$ cat config.mk
export PLATFORM = sky130hd
export DESIGN_NAME = rr_resource_sched
export DESIGN_NICKNAME = d
export VERILOG_FILES = /design/src/rtl/rr_resource_sched.sv
export SDC_FILE = /design/constraint.sdc
export NUM_CORES = 1
export LEC_CHECK = 0
export ABC_AREA = 1
export CORE_MARGIN = 2
export CORE_UTILIZATION = 50
export CTS_BUF_LIST = sky130_fd_sc_hd__clkbuf_2
export DETAILED_ROUTE_END_ITERATION = 10
export PLACE_DENSITY = 0.82
export SLEW_MARGIN = 20
export SYNTH_ARGS = -nofsm -noshare
export SYNTH_HDL_FRONTEND = slang
export SYNTH_SLANG_ARGS = --single-unit
$ cat constraint.sdc
create_clock -name i_clk -period 1.59 [get_ports i_clk]
set_input_delay 0.318 -clock i_clk [delete_from_list [all_inputs] [get_ports i_clk]]
set_output_delay 0.318 -clock i_clk [all_outputs]
set_load 0.005 [all_outputs]
$ cat src/rtl/rr_resource_sched.sv
// Round-robin owner scheduler for one shared single-owner resource.
// Ports: i_clk, i_rst_n (sync, active low), i_req[N], i_done ->
//        o_gnt[N] one-hot, o_gnt_vld, o_gnt_id[ID_W], o_timeout pulse.
module rr_resource_sched #(
    parameter  int N        = 4,
    parameter  int MAX_HOLD = 8,
    localparam int ID_W     = $clog2(N)
) (
    input  logic            i_clk,
    input  logic            i_rst_n,
    input  logic [N-1:0]    i_req,
    input  logic            i_done,
    output logic [N-1:0]    o_gnt,
    output logic            o_gnt_vld,
    output logic [ID_W-1:0] o_gnt_id,
    output logic            o_timeout
);

    localparam int HC_W = $clog2(MAX_HOLD);
    localparam logic [HC_W-1:0] HOLD_LAST = HC_W'(MAX_HOLD - 1);
    localparam logic [ID_W-1:0] ID_LAST   = ID_W'(N - 1);
    localparam logic [N-1:0]    ONE       = {{(N-1){1'b0}}, 1'b1};

    typedef enum logic [1:0] {
        S_IDLE = 2'd0,
        S_OWN  = 2'd1,
        S_GAP  = 2'd2
    } state_t;

    state_t          r_state;
    logic [N-1:0]    r_gnt;
    logic            r_gnt_vld;
    logic [ID_W-1:0] r_gnt_id;
    logic            r_timeout;
    logic [ID_W-1:0] r_ptr;
    logic [HC_W-1:0] r_hold_cnt;

    state_t          w_state_nxt;
    logic [N-1:0]    w_gnt_nxt;
    logic [ID_W-1:0] w_gnt_id_nxt;
    logic            w_timeout_nxt;
    logic [ID_W-1:0] w_ptr_nxt;
    logic [HC_W-1:0] w_hold_nxt;
    logic            w_win_found;
    logic [ID_W-1:0] w_win_id;
    logic            w_owner_req;
    logic            w_expire;
    logic            w_rel;
    logic [ID_W-1:0] w_ptr_inc;

    // First requester at or after r_ptr, wrapping modulo N.
    always_comb begin : p_arb
        int k;
        k           = 0;
        w_win_found = 1'b0;
        w_win_id    = '0;
        for (int i = 0; i < N; i++) begin
            k = int'(r_ptr) + i;
            if (k >= N) begin
                k = k - N;
            end
            if (!w_win_found && i_req[k[ID_W-1:0]]) begin
                w_win_found = 1'b1;
                w_win_id    = k[ID_W-1:0];
            end
        end
    end

    assign w_owner_req = i_req[r_gnt_id];
    assign w_expire    = (r_hold_cnt == HOLD_LAST);
    assign w_rel       = i_done | ~w_owner_req | w_expire;
    assign w_ptr_inc   = (r_gnt_id == ID_LAST) ? '0 : r_gnt_id + 1'b1;

    // State and output registers.
    always_ff @(posedge i_clk) begin
        if (!i_rst_n) begin
            r_state    <= S_IDLE;
            r_gnt      <= '0;
            r_gnt_vld  <= 1'b0;
            r_gnt_id   <= '0;
            r_timeout  <= 1'b0;
            r_ptr      <= '0;
            r_hold_cnt <= '0;
        end else begin
            r_state    <= w_state_nxt;
            r_gnt      <= w_gnt_nxt;
            r_gnt_vld  <= |w_gnt_nxt;
            r_gnt_id   <= w_gnt_id_nxt;
            r_timeout  <= w_timeout_nxt;
            r_ptr      <= w_ptr_nxt;
            r_hold_cnt <= w_hold_nxt;
        end
    end

    // Next-state logic. GAP lasts one cycle and arbitrates like IDLE.
    always_comb begin
        w_state_nxt = r_state;
        unique case (r_state)
            S_IDLE,
            S_GAP:   w_state_nxt = w_win_found ? S_OWN : S_IDLE;
            S_OWN:   w_state_nxt = w_rel ? S_GAP : S_OWN;
            default: w_state_nxt = S_IDLE;
        endcase
    end

    // Next values of the registered outputs and bookkeeping.
    always_comb begin
        w_gnt_nxt     = r_gnt;
        w_gnt_id_nxt  = r_gnt_id;
        w_ptr_nxt     = r_ptr;
        w_hold_nxt    = r_hold_cnt;
        w_timeout_nxt = 1'b0;
        unique case (r_state)
            S_IDLE,
            S_GAP: begin
                if (w_win_found) begin
                    w_gnt_nxt    = ONE << w_win_id;
                    w_gnt_id_nxt = w_win_id;
                    w_hold_nxt   = '0;
                end else begin
                    w_gnt_nxt = '0;
                end
            end
            S_OWN: begin
                if (w_rel) begin
                    w_gnt_nxt = '0;
                    w_ptr_nxt = w_ptr_inc;
                    // Expiry only counts as a timeout when nothing else
                    // would have released the owner this cycle.
                    w_timeout_nxt = w_expire & ~i_done & w_owner_req;
                end else if (!w_expire) begin
                    w_hold_nxt = r_hold_cnt + 1'b1;
                end
            end
            default: begin
                w_gnt_nxt = '0;
            end
        endcase
    end

    assign o_gnt     = r_gnt;
    assign o_gnt_vld = r_gnt_vld;
    assign o_gnt_id  = r_gnt_id;
    assign o_timeout = r_timeout;

endmodule

Word level (Yosys, flattened, before mapping)
Index checks and enable logic that the tools add are counted.
{ "word_totals": {"word_cells": 86, "ff_bits": 15} }
{ "op_classes": {"muxes": 33, "reduce_logical": 14, "magnitude_cmp": 9, "n_bitwise": 6, "eq_ne": 7, "shift": 1, "add_sub_neg": 9} }
{ "ops": {"columns": ["operator", "n"], "rows": [
  ["$mux W2", 10],
  ["$lt A2 B3 Y1 const B", 5],
  ["$bmux W1 S2", 5],
  ["$mux W1", 10],
  ["$ge A3 B3 Y1 const B", 3],
  ["$mux W3", 3],
  ["$mux W4", 2],
  ["$pmux W4 S2", 1],
  ["$sub A2 B1 Y2 const B", 4],
  ["$add A2 B2 Y3 const B", 2],
  ["$ne A2 B2 Y1 const B", 3],
  ["$pmux W3 S2", 1],
  ["$eq A2 B2 Y1 const B", 2],
  ["$pmux W2 S2", 1],
  ["$reduce_and A2 Y1", 2],
  ["$reduce_and A4 Y1", 1],
  ["$reduce_or A4 Y1", 1],
  ["$shl A1 B2 Y4 const A", 1],
  ["$add A2 B1 Y3 const B", 1],
  ["$add A3 B1 Y3 const B", 1],
  ["$eq A3 B3 Y1 const B", 1],
  ["$ge A2 B3 Y1 const B", 1],
  ["$logic_and A1 B1 Y1", 3],
  ["$logic_not A1 Y1", 3],
  ["other kinds (9)", 12]
]} }

Longest topological paths before layout
{ "depth": {"word_depth": 18, "depth_mapped": 14, "depth_no_buf": 14} }

Worst setup path before layout
Ideal clock, no wire load.
{ "synth_path": {"path_type": "register to register", "startpoint": "reg r_ptr[0]", "endpoint": "reg r_hold_cnt[2]", "required_time_ns": 1.475, "path_buffers": 1, "arrival_ns": 1.443, "stages_incl_launch_ff": 11, "setup_slack_ns": 0.032, "setup_ns": 0.115, "period_less_slack_ns": 1.558, "cell_sequence": "dfxtp_1 -> buf_6 -> nand2_2 -> nand3_2 -> nand2_4 -> nor2_8 -> nand3b_4 -> a21oi_2 -> inv_2 -> o21ai_1 -> nor2_1"} }
{ "synth_between": {"elab_chain_len": 16, "word_cells_on_any_way": 35, "classes_between": "7 x add/sub; 4 x order compare; 1 x eq/ne; 16 x mux; 7 x reduce/logical"} }
{ "synth_rtl": {"columns": ["item", "line_no", "source"], "rows": [
  ["start: declaration", "35", "logic [ID_W-1:0] r_ptr;"],
  ["start signal: assignment", "90", "r_ptr <= w_ptr_nxt;"],
  ["parallel branches: the longest is 13 deep, another holds $add A2 B1 Y3", null, null],
  ["$mux W1 *", "62", "if (!w_win_found && i_req[k[ID_W-1:0]]) begin"],
  ["$ne A2 B2 Y1 (no line) *", null, null],
  ["$reduce_and A4 Y1 (no line) *", null, null],
  ["end signal: assignment", "91", "r_hold_cnt <= w_hold_nxt;"],
  ["end: declaration", "36", "logic [HC_W-1:0] r_hold_cnt;"]
]} }
Mark *: on every way between the ends. The select of a mux whose other input is x is not followed.
A chain may end at the register's enable or synchronous reset.

Worst setup path after layout
{ "layout_path": {"startpoint": "reg r_ptr[0]", "endpoint": "reg r_gnt_vld (netlist: o_gnt_vld)"} }
{ "layout_between": {"elab_chain_len": 18, "word_cells_on_any_way": 41, "classes_between": "7 x add/sub; 4 x order compare; 1 x shift; 22 x mux; 7 x reduce/logical"} }
{ "layout_rtl": {"columns": ["item", "line_no", "source"], "rows": [
  ["parallel branches: the longest is 15 deep, another holds $add A2 B1 Y3", null, null],
  ["$mux W4 *", "116", "if (w_win_found) begin"],
  ["$pmux W4 S2 *", "113", "unique case (r_state)"],
  ["$reduce_or A4 Y1 *", "87", "r_gnt_vld <= |w_gnt_nxt;"],
  ["end signal: assignment", "87", null],
  ["end: declaration", "32", "logic r_gnt_vld;"]
]} }
Marks and branches as above.

==> flow_summary_export.csv <==
group,metric,value,unit
synth,syn_inst,151,
synth,ys.warnings.count,0,
clock_tree,cts_root_buffer,"clkbuf_2",
global_routing,grt_pass1_wl,4010,µm
global_routing,grtUsageTotal,21.6,%
sta,fin_skew,0.00816,ns
sta,tns,-0.154,ns
setup_path,crit_type,"reg2reg",
placement,portBuffers,14,
setup_path,crit_slowest_cell,"dfxtp_4",
clock_tree,cts_tree,"yes",
sta,slew_viol_final,0,
die,fp-row-count,16,
min_path,holdPathEnd,"r_hold_cnt[1]$_SDFFE_PN0P_",
routing,drt_first_iter_violations,20,
sta,min_period,1.67,ns
min_path,hold_depth,2,
min_path,min_from,"r_hold_cnt[1]$_SDFFE_PN0P_",
setup_path,ff2ff_path_depth,13,
die,die_area,2380,µm²
setup_path,cp_num_buf_inv,2,
die,initial_core_util,52.3,%
routing,ant_nets,0,
die,ioPinCount,15,
global_routing,grt_pass1_vias,1016,
synth,yosysSeqAreaShare,29.9,%
synth,synthSimpleGateAreaFrac,48.3,%
routing,drc_errors,0,
power_and_ir_drop,powerDensity,1610,nW/µm²
cells_and_area,fin_cells,216,
synth,yosysUniqueCellTypes,24,
setup_path,regToRegSetupSlack,-0.08,ns
sta,slew_headroom,83.1,%
power_and_ir_drop,total_power,2.40,mW
setup_path,path_max_fanout,6,
die,core,1920,µm²
sta,finalSetupViolCount,6,
outcome,status,"finished with violations",
synth,ys_ff_latch,15,
routing,drtPass1Iterations,4,
min_path,hp-class,"reg2reg",
global_routing,antenna_found_initial,0,
placement,postPlaceCellArea,1280,µm²
sta,fmax,597,MHz
cells_and_area,final_cell_area,1490,µm²
synth,syn_area_per_cell,6.65,µm²
setup_path,rr_endpoint,"o_gnt_vld$_SDFF_PN0_",
sta,fin_crit_sh,105,%
routing,wl,2880,µm
flow_run,drv_cap,0,
global_routing,grt_max_degree,10,
routing,routedWlPerCell,13.3,µm
power_and_ir_drop,vdd_drop_max,0.000971,V
setup_path,cp_slowest_stage_delay,0.39,ns
clock_tree,clockBufferDepth,2,
clock_tree,cts_sinks,15,
outcome,violations,"setup timing",
synth,post_synth_fa_ha_maj_area_fraction,3.74,%
die,die_x,48.8,µm
sta,rsz0062_at_grt,"yes",
die,die_h,48.8,µm
setup_path,end_kind,"flop",
sta,worstMarginPinSlew,0.253,ns
clock_tree,cts_max_level,1,
placement,post-dp-hpwl,1850,µm
cells_and_area,nNetsFinal,200,
synth,synth_area,1000,µm²
setup_path,start_kind,"flop",
routing,dr_total_vias,1120,
setup_path,worstPathRequired,1.83,ns
placement,place_congestion,0.871,
clock_tree,cts_buffers,3,
sta,final_hold_viol_count,0,
routing,avgViaCountPerCell,5.19,
setup_path,crit_chain,"buf_6 > nand2_1 > nand2_2 > nand2_4 > nand2_4 > nor2_8 > buf_4 > nand4_1 > nand3_1 > nand3_2 > nand2_1 > nor2_1 > a21oi_1",
cells_and_area,syn_to_final_growth,47.8,%
cells_and_area,num-fill-cells,143,
power_and_ir_drop,leakage,0.761,nW
global_routing,overflow,0,
setup_path,crit_family,"simple AND/OR/NAND/NOR gates",
synth,syn_nets,161,
cells_and_area,final_util,77.3,%
setup_path,crit_arrival,1.92,ns
synth,synth_top_family_by_area,"simple AND/OR/NAND/NOR gates",
synth,synth_compound_area_share,11.0,%
setup_path,r2r_start,"r_ptr[0]$_SDFFE_PN0P_",
clock_tree,clk_pin_slew_worst_paths,0.15,ns
cells_and_area,layout-drive-gt1-share,39.7,%
sta,setup_ws,-0.0841,ns
placement,placed_cells,206,
clock_tree,clock_latency,0.29,ns
cells_and_area,antenna_cells,0,
synth,synth_mux_area_share,0,%
synth,synth_xor_xnor_area_share,0,%
[cells in the mapped netlist, drive strengths merged]
master | n | area (µm²)
nor3 | 1 | 5.00
buf | 1 | 11.3
nand4 | 2 | 12.5
dfxtp | 15 | 300
clkinv | 1 | 3.75
nand2 | 60 | 265
nor2 | 18 | 86.3
o211ai | 1 | 7.51
a21oi | 13 | 68.8
o21ai | 6 | 33.8
ha | 3 | 37.5
nand3b | 1 | 20.0
nand3 | 13 | 90.1
inv | 15 | 56.3
and3 | 1 | 6.26
[per-layer routing]
layer | share of wire, % | track usage [%] | vias up
li1 | - | - | 564
met1 | 39 | 21.8 | 513
met2 | 54 | 41.8 | 33
met3 | 3.1 | 3.68 | 10
met4 | 3.9 | 11.4 | 0
met5 | 0 | 0 | -
[cell type report]
| cell class | count | area [µm²] | area share, % |
|---|---|---|---|
| clock buffer | 3 | 15.0 | 1.01 |
| clock inverter | 1 | 5.00 | 0.337 |
| inverter | 16 | 65.1 | 4.38 |
| multi-input combinational | 119 | 751 | 50.5 |
| sequential | 15 | 310 | 20.9 |
| tap | 27 | 33.8 | 2.27 |
| timing repair buffer | 35 | 305 | 20.6 |
[metrics by stage]
step	setup WS (ns)	hold WS [ns]
finish	-0.0841	0.499
global placement	-0.427	0.468
floorplan	0.0318	0.451
global route	-0.187	0.510
CTS	0.0140	0.497
detailed placement	-0.436	0.475
[cells in the final DEF (no fill, tap or decap), types with 3 or more instances in the layout]
cell type / count
a21oi_1: 10
ha_1: 3
inv_2: 3
nand3_1: 6
clkdlybuf4s50_1: 8
nand3_2: 6
nand2_2: 15
nand2_1: 38
inv_1: 10
buf_6: 3
dlygate4sd2_1: 5
nand2_4: 7
buf_4: 18
dfxtp_1: 11
clkbuf_2: 3
nor2_1: 14
[report_power, final]
group	internal, mW	switching, mW	total, mW
registers	0.490	0.0893	0.579
clock network	0.0569	0.124	0.181
logic	0.721	0.914	1.64
total	1.27	1.13	2.40
[cell families (layout without fill, tap and decap cells)]
| group | after synthesis | count (layout) |
|---|---|---|
| compound gates | 20 | 20 |
| buf+inv | 17 | 55 |
| fa+ha+maj | 3 | 3 |
| flops | 15 | 15 |
| simple gates | 96 | 96 |
[registers in the layout, indices dropped and copies added, names as in the netlist]
name / count
r_hold_cnt: 3
o_gnt: 4
o_gnt_vld: 1
o_gnt_id: 2
r_state: 2
r_ptr: 2
o_timeout: 1
[worst register-to-register path, stage by stage, from the launching register on]
cell and delay [ns]:
dfxtp_4 0.39, buf_6 0.13, nand2_1 0.07, nand2_2 0.08, nand2_4 0.07, nand2_4 0.07, nor2_8 0.17, buf_4 0.13
nand4_1 0.11, nand3_1 0.12, nand3_2 0.09, nand2_1 0.07, nor2_1 0.04, a21oi_1 0.10
[repair_timing]
item,in CTS,in global routing
setup endpoints to repair,9,12
setup buffers,4,3
gates resized for setup,21,29
pin swaps,5,18
hold buffers,0,0
[worst max-delay path by stage]
stage                               start                          to  slack [ns]  cells past startpoint
floorplan           r_ptr[0]$_SDFFE_PN0P_  r_hold_cnt[2]$_SDFFE_PN0P_        0.03                     10
global placement                 i_req[1]  r_hold_cnt[1]$_SDFFE_PN0P_       -0.43                     12
detailed placement               i_req[2]        o_gnt_vld$_SDFF_PN0_       -0.44                     13
CTS                 r_ptr[0]$_SDFFE_PN0P_        o_gnt_vld$_SDFF_PN0_        0.01                     14
global route        r_ptr[0]$_SDFFE_PN0P_        o_gnt_vld$_SDFF_PN0_       -0.19                     13
finish              r_ptr[0]$_SDFFE_PN0P_        o_gnt_vld$_SDFF_PN0_       -0.08                     13
Power figures use the tool's default switching activity.
